===== src/rtl/wb_write_arbiter.sv =====
// Register-file write-port arbiter: pipeline writeback has priority, late
// results are bypassed or buffered and drained into idle or forced slots.
module wb_write_arbiter #(
    parameter int DATA_W     = 32,
    parameter int REG_ADDR_W = 5,
    parameter int DEPTH      = 2,
    parameter int MAX_WAIT   = 4
) (
    input  logic                  clk,
    input  logic                  rst_n,
    input  logic                  pipe_wr,
    input  logic [REG_ADDR_W-1:0] pipe_addr,
    input  logic [DATA_W-1:0]     pipe_data,
    output logic                  pipe_stall,
    input  logic                  lt_valid,
    output logic                  lt_ready,
    input  logic [REG_ADDR_W-1:0] lt_addr,
    input  logic [DATA_W-1:0]     lt_data,
    output logic                  regfile_wr,
    output logic [REG_ADDR_W-1:0] regfile_addr_wr,
    output logic [DATA_W-1:0]     regfile_data_wr
);

    localparam int PTR_W  = (DEPTH > 1) ? $clog2(DEPTH) : 1;
    localparam int CNT_W  = $clog2(DEPTH + 1);
    localparam int WAIT_W = $clog2(MAX_WAIT + 1);

    logic [DEPTH-1:0]      live_q;
    logic [REG_ADDR_W-1:0] addr_q [DEPTH];
    logic [DATA_W-1:0]     data_q [DEPTH];
    logic [PTR_W-1:0]      rd_ptr;
    logic [PTR_W-1:0]      wr_ptr;
    logic [CNT_W-1:0]      count;
    logic [CNT_W-1:0]      count_nxt;
    logic [WAIT_W-1:0]     wait_cnt;

    logic empty;
    logic full;
    logic drain;
    logic pop;
    logic push;
    logic bypass;
    logic kill;

    assign empty      = (count == '0);
    assign full       = (count == CNT_W'(DEPTH));
    assign lt_ready   = !full;
    assign drain      = !empty && (full || wait_cnt == WAIT_W'(MAX_WAIT));
    assign pipe_stall = drain;

    always_comb begin
        pop             = 1'b0;
        bypass          = 1'b0;
        kill            = 1'b0;
        regfile_wr      = 1'b0;
        regfile_addr_wr = '0;
        regfile_data_wr = '0;
        priority case (1'b1)
            drain: begin
                pop             = 1'b1;
                regfile_wr      = live_q[rd_ptr];
                regfile_addr_wr = addr_q[rd_ptr];
                regfile_data_wr = data_q[rd_ptr];
            end
            pipe_wr: begin
                kill            = 1'b1;
                regfile_wr      = 1'b1;
                regfile_addr_wr = pipe_addr;
                regfile_data_wr = pipe_data;
            end
            !empty: begin
                pop             = 1'b1;
                regfile_wr      = live_q[rd_ptr];
                regfile_addr_wr = addr_q[rd_ptr];
                regfile_data_wr = data_q[rd_ptr];
            end
            lt_valid: begin
                bypass          = 1'b1;
                regfile_wr      = 1'b1;
                regfile_addr_wr = lt_addr;
                regfile_data_wr = lt_data;
            end
            default: ;
        endcase
    end

    assign push      = lt_valid && lt_ready && !bypass;
    assign count_nxt = count + CNT_W'(push) - CNT_W'(pop);

    always_ff @(posedge clk or negedge rst_n) begin
        if (!rst_n) begin
            live_q   <= '0;
            rd_ptr   <= '0;
            wr_ptr   <= '0;
            count    <= '0;
            wait_cnt <= '0;
            for (int i = 0; i < DEPTH; i++) begin
                addr_q[i] <= '0;
                data_q[i] <= '0;
            end
        end else begin
            // Older buffered writes to the same register are now stale.
            for (int i = 0; i < DEPTH; i++) begin
                if (kill && addr_q[i] == pipe_addr) begin
                    live_q[i] <= 1'b0;
                end
            end
            if (push) begin
                live_q[wr_ptr] <= 1'b1;
                addr_q[wr_ptr] <= lt_addr;
                data_q[wr_ptr] <= lt_data;
                wr_ptr         <= wr_ptr + PTR_W'(1);
            end
            if (pop) begin
                rd_ptr <= rd_ptr + PTR_W'(1);
            end
            count <= count_nxt;
            if (pop || count_nxt == '0) begin
                wait_cnt <= '0;
            end else if (!empty && wait_cnt != WAIT_W'(MAX_WAIT)) begin
                wait_cnt <= wait_cnt + WAIT_W'(1);
            end
        end
    end

endmodule


===== config.mk =====
export PLATFORM = sky130hd
export DESIGN_NAME = wb_write_arbiter
export DESIGN_NICKNAME = d
export VERILOG_FILES = /design/src/rtl/wb_write_arbiter.sv
export SDC_FILE = /design/constraint.sdc
export NUM_CORES = 1
export LEC_CHECK = 0
export CORE_MARGIN = 1
export CORE_UTILIZATION = 52
export DETAILED_ROUTE_END_ITERATION = 16
export HOLD_SLACK_MARGIN = 0.06
export PLACE_DENSITY = 0.89
export SLEW_MARGIN = 20
export SYNTH_ARGS = -nofsm -noshare
export SYNTH_HDL_FRONTEND = slang
export SYNTH_SLANG_ARGS = --single-unit

===== constraint.sdc =====
create_clock -name clk -period 7 [get_ports clk]
set_input_delay 1.4 -clock clk [delete_from_list [all_inputs] [get_ports clk]]
set_output_delay 1.4 -clock clk [all_outputs]
set_load 0.02 [all_outputs]

==> out/metrics.cfg <==
[yosys]
synth_simple_gate_area_share_pct=6.291
synth-edff-count=0
synth_top_family_by_area=multiplexers
synthXorXnorAreaFrac_pct=3.016
ys_seq_elements=83
synthesis.area_um2=4355
syn_inst=349
synth_cell_type_count=30
synth_area_leaders=dfrtp_1 (48%), mux2_2 (17%), mux2i_1 (8.7%)
synth_fp_nets=431
synth_compound_area_share_pct=9.997
yosys.area.top_type=dfrtp_1
synthMuxAreaShare_pct=28.56
yosysSeqAreaShare_pct=47.69
synth-main-ff-cell=dfrtp_1
synth_top_area_share_pct=47.69
synth_adder_area_share_pct=1.149
yosys_warnings=0
async_flop_share_pct=100.0
avgSynthCellArea_um2=12.48

[pwr]
comb_power_share_pct=54.7
power_mw=2.911
p_sw_share_pct=37.04
clkPwrFrac_pct=14.4
pwr-share-seq_pct=30.9
internal_power_mw=1.833
leakage_nw=2.508
switchingPower_mw=1.078
peakVddDrop_mv=0.2364
power.density_nw_per_um2=500.9

[finish]
nets=537
post-route-cell-area_um2=5812
multiInputGateArea_um2=2135
antenna_cells=0
ff_latch_area_um2=2078
area_delta_synth_final_pct=33.44
drive_gt1_share_pct=21.96
fillers=566

[global_route]
grt_use_met2_pct=41.30
grt_util_met3_pct=3.089
gr-total-overflow=0
grt_pass1_wl_um=16120
grt_most_used_layer=met2
grt_use_total_pct=23.75
grt_antenna_before_repair=0
grt_pass1_vias=3422
grt_max_degree=84
grt_use_met1_pct=29.64

[setup_path]
worst-path-max-fanout=19
reg2reg_slack_ns=3.99
end_kind=primary output
reg2reg_from=wait_cnt[0]
r2r_end=wait_cnt[2]
cp.required_ns=5.60
reg2reg_depth=12
endpoint=regfile_data_wr[12]
critPathKind=in -> out
critical_path_arrival_ns=4.05
worstSetupStartpointType=input port
crit_start=lt_valid

[die]
initial_utilization_pct=53.28
die_h_um=93.52
die_area_um2=8746
pin_count=118
rows=33
core_area_um2=8175
dieWidth_um=93.52

[clock_network]
cts_resized=0
clock_tree.buffer_depth=2
insertion_delay_ns=0.34
cts_tree=done
clk_pin_slew_ns=0.08
cts.htree.levels=3
cts_hold_buf=0
cts.sinks=83
cts_buffers=9
clock-root-buffer=clkbuf_8
postCtsSetupRepairBufs=0

[sta]
min_period_over_period_pct=77.81
tightest_slew_ns=1.073
skew_ns=0.008801
fmax_ghz=0.1836
holdWs_ns=0.5084
setup-violations-final=0
setup_ws_ns=1.553
relSlewSlack_pct=28.18
grt_setup_unrepaired=false
hold_violations=0
setup_tns_ns=0
slew_viol_final=0
min_period_ns=5.447

[routing]
wl_um=9740
ant_nets=0
vias=3228
drt_first_pass_iters=4
via_per_inst=5.713
drt-initial-drc-count=147
drc=0
wire_per_inst_um=17.24

[outcome]
status=completed

[min_path]
hp-class=reg -> reg

[place]
postPlaceCellArea_um2=5558
port_buffers=117
pre_cts_slack_ns=1.565
hpwl_um=6331
gp_congestion=0.7293

[run]
cap_viol_max_count=0

## layer usage
layer | up-vias | wire, um | share of wire, %
met1 | 1632 | 4342 | 45
li1 | 1501 | - | -
met4 | 0 | 208 | 2.1
met3 | 21 | 311 | 3.2
met2 | 74 | 4878 | 50
met5 | - | 0 | 0
## how the worst min path moves through the flow
stage	start	end	slack (ns)	depth (start not counted)
6_report	data_q[4]	data_q[4]	0.51	1
5_1_grt	data_q[45]	data_q[45]	0.52	1
4_1_cts	wr_ptr	wr_ptr	0.51	2
3_5_place_dp	wr_ptr	wr_ptr	0.49	2
3_3_place_gp	live_q[0]	live_q[0]	0.47	2
2_1_floorplan	live_q[0]	live_q[0]	0.45	2
## cell type report
type | count | area share [%]
flip-flops and latches | 83 | 35.76
multi-input cells | 236 | 36.73
repair buffers | 121 | 20.69
clock buffers | 10 | 2.368
inverters | 4 | 0.2583
clock inverters | 6 | 1.938
well taps | 105 | 2.260
## critical path: stages
cell	delay (ns)
clkdlybuf4s50_1	0.55
nor4b_4	0.89
buf_4	0.40
a221o_1	0.19
clkdlybuf4s50_1	0.61
## logic make-up (layout without fill, tap and decap cells)
kind of cell,after synthesis,count (layout)
xor+xnor,15,15
buf+inv,30,141
fa+ha+maj,4,4
compound gates,46,46
simple gates,59,59
mux,112,112
flops,83,83
## cells in the mapped netlist (4+ instances only)
library cell	n
dfrtp_1	83
nand3_1	4
mux2_4	8
mux2i_1	38
buf_2	13
mux2_2	66
inv_1	4
a221o_1	37
ha_1	4
xor2_1	5
nand2_1	6
xnor2_1	10
nor2_1	41
clkbuf_1	9
## through the flow
stage / std cells / util, %
floorplan: 349 / -
global placement: 549 / 67.98
detailed placement: 549 / 67.98
CTS: 565 / 71.04
global route: 565 / 71.09
finish: 565 / 71.09
## power by group through the flow
| stage | Clock, mW | Sequential [mW] | Combinational [mW] |
|---|---|---|---|
| 6_report | 0.420 | 0.898 | 1.59 |
| 4_1_cts | 0.425 | 0.898 | 1.61 |
| 2_1_floorplan | 0 | 0.825 | 1.14 |
| 3_3_place_gp | 0 | 0.881 | 1.56 |
| 5_1_grt | 0.446 | 0.929 | 1.72 |
| 3_5_place_dp | 0 | 0.905 | 1.59 |
## state kept, by name (all words and copies together) (netlist names)
register  count
data_q       64
live_q        2
count         2
wait_cnt      3
addr_q       10
rd_ptr        1
wr_ptr        1
## cell usage in the layout (no fill, tap or decap), types with 3 or more instances in the layout
cell type and count:
clkdlybuf4s50_1 116, dfrtp_1 82, mux2_2 66, nor2_1 41, mux2i_1 38, a221o_1 37, xnor2_1 10, clkbuf_8 10
mux2_4 8, nand2_1 6, xor2_1 5, inv_1 4, nand3_1 4, ha_1 4, buf_4 4, o21ai_0 3
bufinv_16 3
Note: power is estimated with default switching activity, not from simulation.
